File: config.mk
export PLATFORM = sky130hd
export DESIGN_NAME = pipe_stage_reg
export DESIGN_NICKNAME = d
export VERILOG_FILES = /design/src/rtl/pipe_stage_reg.sv
export SDC_FILE = /design/constraint.sdc
export NUM_CORES = 1
export LEC_CHECK = 0
export BUFFER_PORTS_ARGS = -buffer_cell sky130_fd_sc_hd__clkbuf_2
export CAP_MARGIN = 20
export CORE_AREA = 2 2 163 165
export CTS_CLUSTER_DIAMETER = 120
export DETAILED_ROUTE_END_ITERATION = 10
export DIE_AREA = 0 0 165 167
export REMOVE_ABC_BUFFERS = 1
export SYNTH_ARGS = -nofsm -noshare
export SYNTH_HDL_FRONTEND = slang
export SYNTH_SLANG_ARGS = --single-unit
File: constraint.sdc
create_clock -name clk -period 6 [get_ports clk]
set_input_delay 0 -clock clk [delete_from_list [all_inputs] [get_ports clk]]
set_output_delay 0 -clock clk [all_outputs]
set_load 0.01 [all_outputs]
File: src/rtl/pipe_stage_reg.sv
// Parametrised inter-stage pipeline register: either a stall-vector latch with
// bubble insertion (MODE=0) or a 2-entry elastic skid buffer (MODE=1).
module pipe_stage_reg #(
  parameter int unsigned           PAYLOAD_W   = 200,
  parameter int unsigned           STALL_W     = 6,
  parameter int unsigned           STAGE       = 2,
  parameter int unsigned           MODE        = 0,
  parameter logic [PAYLOAD_W-1:0]  NOP_PAYLOAD = '0
) (
  input  logic                 clk,
  input  logic                 rst,
  input  logic [STALL_W-1:0]   stall,
  input  logic                 flush,
  input  logic                 in_valid,
  input  logic [PAYLOAD_W-1:0] in_payload,
  input  logic                 in_sticky,
  output logic                 in_ready,
  input  logic                 out_ready,
  output logic                 out_valid,
  output logic [PAYLOAD_W-1:0] out_payload,
  output logic                 out_sticky,
  output logic [1:0]           occupancy
);

  if (STAGE + 1 >= STALL_W) begin : gBadStage
    $error("pipe_stage_reg: STAGE+1 must index inside the stall vector");
  end

  if (MODE == 0) begin : gStallReg
    logic [PAYLOAD_W-1:0] payload_q, payload_d;
    logic                 valid_q, valid_d;
    logic                 sticky_q, sticky_d;
    logic                 stallHere, stallNext;
    logic                 unusedMode0;

    assign stallHere   = stall[STAGE];
    assign stallNext   = stall[STAGE+1];
    assign unusedMode0 = ^{out_ready, stall};

    // Upstream stalled while downstream runs: emit a bubble, but keep the
    // delay-slot flag so the instruction issued after the stall still sees it.
    always_comb begin
      payload_d = payload_q;
      valid_d   = valid_q;
      sticky_d  = sticky_q;
      if (flush) begin
        payload_d = NOP_PAYLOAD;
        valid_d   = 1'b0;
        sticky_d  = 1'b0;
      end else if (stallHere && !stallNext) begin
        payload_d = NOP_PAYLOAD;
        valid_d   = 1'b0;
      end else if (!stallHere) begin
        payload_d = in_payload;
        valid_d   = in_valid;
        sticky_d  = in_sticky;
      end
    end

    always_ff @(posedge clk or posedge rst) begin
      if (rst) begin
        payload_q <= NOP_PAYLOAD;
        valid_q   <= 1'b0;
        sticky_q  <= 1'b0;
      end else begin
        payload_q <= payload_d;
        valid_q   <= valid_d;
        sticky_q  <= sticky_d;
      end
    end

    assign in_ready    = 1'b1;
    assign out_valid   = valid_q;
    assign out_payload = payload_q;
    assign out_sticky  = sticky_q;
    assign occupancy   = {1'b0, valid_q};
  end else begin : gSkidBuf
    logic [PAYLOAD_W-1:0] head_q, head_d;
    logic [PAYLOAD_W-1:0] tail_q, tail_d;
    logic                 headSticky_q, headSticky_d;
    logic                 tailSticky_q, tailSticky_d;
    logic [1:0]           count_q, count_d;
    logic                 push, pop;
    logic                 unusedMode1;

    // in_ready comes only from the registered count, never from out_ready.
    assign push        = in_valid && (count_q != 2'd2);
    assign pop         = (count_q != 2'd0) && out_ready;
    assign unusedMode1 = ^stall;

    // Vacated entries are refilled with NOP so the head register can drive
    // out_payload directly, already showing NOP when the buffer is empty.
    always_comb begin
      head_d       = head_q;
      tail_d       = tail_q;
      headSticky_d = headSticky_q;
      tailSticky_d = tailSticky_q;
      count_d      = count_q;
      if (flush) begin
        head_d       = NOP_PAYLOAD;
        tail_d       = NOP_PAYLOAD;
        headSticky_d = 1'b0;
        tailSticky_d = 1'b0;
        count_d      = 2'd0;
      end else begin
        case (count_q)
          2'd0: begin
            if (push) begin
              head_d       = in_payload;
              headSticky_d = in_sticky;
              count_d      = 2'd1;
            end
          end
          2'd1: begin
            if (push && pop) begin
              head_d       = in_payload;
              headSticky_d = in_sticky;
            end else if (push) begin
              tail_d       = in_payload;
              tailSticky_d = in_sticky;
              count_d      = 2'd2;
            end else if (pop) begin
              head_d       = NOP_PAYLOAD;
              headSticky_d = 1'b0;
              count_d      = 2'd0;
            end
          end
          2'd2: begin
            if (pop) begin
              head_d       = tail_q;
              headSticky_d = tailSticky_q;
              tail_d       = NOP_PAYLOAD;
              tailSticky_d = 1'b0;
              count_d      = 2'd1;
            end
          end
          default: begin
            head_d       = NOP_PAYLOAD;
            tail_d       = NOP_PAYLOAD;
            headSticky_d = 1'b0;
            tailSticky_d = 1'b0;
            count_d      = 2'd0;
          end
        endcase
      end
    end

    always_ff @(posedge clk or posedge rst) begin
      if (rst) begin
        head_q       <= NOP_PAYLOAD;
        tail_q       <= NOP_PAYLOAD;
        headSticky_q <= 1'b0;
        tailSticky_q <= 1'b0;
        count_q      <= 2'd0;
      end else begin
        head_q       <= head_d;
        tail_q       <= tail_d;
        headSticky_q <= headSticky_d;
        tailSticky_q <= tailSticky_d;
        count_q      <= count_d;
      end
    end

    assign in_ready    = (count_q != 2'd2);
    assign out_valid   = (count_q != 2'd0);
    assign out_payload = head_q;
    assign out_sticky  = headSticky_q;
    assign occupancy   = count_q;
  end

endmodule
# After elaboration in Yosys (flattened, before gate mapping)
# Index checks and enable logic that the tools add are counted.
# Widths: inputs -> output; s select.
# totals
reg_bits,202
latch_bits,0
mem_bits_rw,0
romBits,0
in_bits,212
out_inout_bits,205
wordCells,18
mem_count,0
# classes
addsub,0
mul,0
n_div,0
magnitude_cmp,0
eq_ne,3
shifts,0
n_mux,9
n_bitwise,0
n_reduce_logical,3
# op_table
op,count
$mux 200,3
$mux 1,6
$ne 3x1->1 const B,1
$ne 2x1->1 const B,1
$ne 2x2->1 const B,1
$reduce_and 2->1,1
$logic_and 1x1->1,1
$logic_not 1->1,1

# Logic depth before layout (Yosys ltp)
# depth
word_depth,4
depth_mapped,5
mapped_depth_nobuf,2

# Worst setup path after synthesis
# Ideal clock, no wire load.
# synth_timing
kind,register -> register
startpoint,"register, netlist name out_sticky"
endpoint,"register gStallReg.sticky_q, in the netlist out_sticky"
setup_time_ns,0.132
t_arrival_ns,0.563
required_ns,5.868
setup_slack_ns,5.305
stages_incl_launch_ff,3
n_path_buf,0
period_less_slack_ns,0.695
cell_sequence,dfrtp_1 -> mux2i_1 -> nor2_1
# synth_rtl
item,line_no,rtl
"end signal, assigned",68,sticky_q <= sticky_d;
"end, declared",32,"logic sticky_q, sticky_d;"

==> metrics.md <==
| Metric | Value |
|---|---|
| Synth Warn # | 0 |
| Final setup TNS | 0 ns |
| Area of the core | roughly 26000 um^2 |
| FILL cells | roughly 2300 |
| Max frequency | approximately 530 MHz |
| DRT antenna net count | 0 |
| Die X | 165 um |
| Iter 0 DRT Violations | 640 |
| Critical Path AT | 2.38 ns |
| CP max stage cell | buf_4 |
| Clk root buf | clkbuf_16 |
| FP Rows | ~60 |
| Layout overhead on the synthesized area | 53.85% |
| Clk_lat worst skew | 0.50 ns |
| Post-synthesis sequential area ratio | around 57% |
| Layout cell share with drive strength beyond 1 | between 30% and 40% |
| CTS tree | done |
| Final setup vio count | 0 |
| Crit-path max cell delay | roughly 0.85 ns |
| Power Dens Cells | roughly 250 nW/um^2 |
| DP Wirelength | approximately 16000 um |
| Worst endpoint required time | between 6 and 7 ns |
| Largest net degree at the start of global routing | approximately 210 |
| Wire per inst | 15.70 um |
| Final Cycle Share | a little under a third |
| Yosys top cell by area | dfrtp_1 |
| Clock Sinks | between 200 and 250 |
| Worst Skew | 0 ns |
| GR Overflow Total | 0 |
| Initial antenna violation count | 1 |
| Slew Limit Fails | 0 |
| DRC | 0 |
| Crit path kind | primary input to async pin |
| Final Hold Viols | 0 |
| Pre-Repair DR Iteration Count | 5 |
| Routability Congestion | approximately 0.80 |
| Number of distinct library cells after synthesis | 14 |
| Non-filler cells, final | approximately 1800 |
| Worst slew pin tran | 1.012 ns |
| CTS Buf Count | 23 |
| CTS max path bufs | 3 |
| CP Capture Type | async pin |
| CP Max Fanout | 130 |
| Syn avg cell area | around 10 um^2 |
| Placed cell count | around 1600 |
| Max_cap viols | 0 |
| H-Tree Depth | 1 |
| Synthesized netlist cell count | between 900 and 1000 |
| Min cycle time layout | around 1.9 ns |
| Via count | between 8000 and 9000 |
| Hold crit path type | primary input to register |
| Top cell type's share of synthesized area | a little under three fifths |
| Power Total | about 3.4 mW |
| Pleak | around 6.6 nW |
| Cell area after synthesis | around 8900 um^2 |
| Unrepaired setup endpoints after global routing | false |
| Vias per Instance | between 4 and 5 |
| Initial Utilization | 34.52% |
| Outcome | finished clean |
| Die height | around 170 um |
| Final wirelength | ~28000 um |
| Post_cts resized | 0 |
| Top cell family by delay on the critical path | buffers and inverters |
| Critical Path, Cell by Cell | dlygate4sd3_1, clkbuf_2, inv_8, buf_4 |
| Num ports | around 420 |
| Synth top area cells | dfrtp_1 57%, nand2b_1 14%, a21oi_1 11% |
| IR drop worst, VDD | approximately 0.00015 V |
| Max-slew headroom | about a third |
| Ant diodes | 0 |
| Flops & latches, synth | 202 |
| Nets | ~1700 |
| CP startpoint kind | primary input |
| # port buffers | between 400 and 500 |
| GRT Util Overall | between 10% and 20% |
| Worst-path clk slew | roughly 0.06 ns |
| Die ar. | about 28000 um^2 |
| Worst path buffer plus inverter count | 4 |
| Vias in the first global route | approximately 8500 |
| First-pass GRT wire length | roughly 44000 um |
==> metrics by stage <==
stage	util [%]	area, um^2	hold WS [ns]	setup slack [ns]
floorplan	-	8349	0.06314	0.4893
global placement	42.26	10890	0.2316	3.908
detailed placement	42.26	10890	0.2384	3.917
CTS	53.11	13680	0.05785	4.080
global route	53.11	13680	0.07158	3.876
finish	53.11	13680	0.01700	4.121
==> kinds of logic (layout without fill, tap and decap cells) <==
group / count (synthesis) / in the layout / synth area share [%]
compound gates: 201 / 201 / 11.31
buf+inv: 93 / 658 / 6.162
flops: 202 / 202 / 56.84
mux: 1 / 1 / 0.1126
other cells: 2 / 2 / 0.08444
simple gates: 403 / 403 / 25.49
==> report_power, final <==
part	switching, mW	total [mW]	internal (mW)	leakage, nW
sequential	0.0338	1.46	1.42	2.71
clock	0.568	1.44	0.867	0.386
combinational	0.254	0.494	0.240	3.51
total	0.856	3.39	2.53	6.60
==> cell usage in the layout (no fill, tap or decap) <==
master and instances:
clkbuf_8 3, dfrtp_1 202, buf_12 1, a21oi_1 201, clkbuf_1 3, conb_1 2, dlygate4sd3_1 203, nand3_1 201
buf_4 3, clkbuf_2 406, clkbuf_16 23, inv_8 1, bufinv_16 3, clkinv_2 9, nor2_1 1, nand2b_1 201
buf_6 2, mux2i_1 1, buf_8 1
==> cells in the mapped netlist (all sizes together) <==
master    n
nand2b  201
a21oi   201
nor2      1
dfrtp   202
mux2i     1
clkbuf   30
inv       1
buf      62
nand3   201
conb      2
==> path summary, 6_finish.rpt <==
check | start | endpoint | slack (ns) | cells past startpoint
worst max-delay path | rst | out_payload[113] | 4.12 | 4
worst min-delay path | flush | out_sticky | 0.02 | 2
worst max register to register | out_payload[46] | out_payload[46] | 5.23 | 2
worst min register to register | out_payload[81] | out_payload[81] | 0.53 | 2
max in group clk | stall[3] | out_payload[173] | 4.36 | 4
min in group asynchronous | rst | out_payload[52] | 0.22 | 3
==> layer usage <==
layer	up-vias	GRT usage [%]	part of all wire (%)
met3	77	4.857	7.8
li1	4145	-	-
met2	335	33.51	49
met1	4059	22.90	39
met4	2	7.599	3.7
met5	-	0	0.046
==> state kept, by name, summed over array words and instances, names as in the netlist <==
signal and flops:
out_sticky 1, out_payload 200, out_valid 1
==> layout make-up <==
type                       count  area, um^2  area share (%)
timing repair buffer         616        4144           30.29
sequential                   202        5055           36.94
tap                          335       419.2           3.063
inverter                       1       11.26         0.08230
clock inverter                12       135.1          0.9876
clock buffer                  29       628.1           4.590
multi-input combinational    607        3291           24.05
==> what timing repair did <==
| item | 4_1_cts | 5_1_grt |
|---|---|---|
| endpoints found under the setup margin | 0 | 0 |
| hold buffers | 203 | 0 |
| hold endpoints to repair | 331 | 0 |
| buffers inserted | 0 | 0 |
Note: power is estimated with default switching activity, not from simulation.
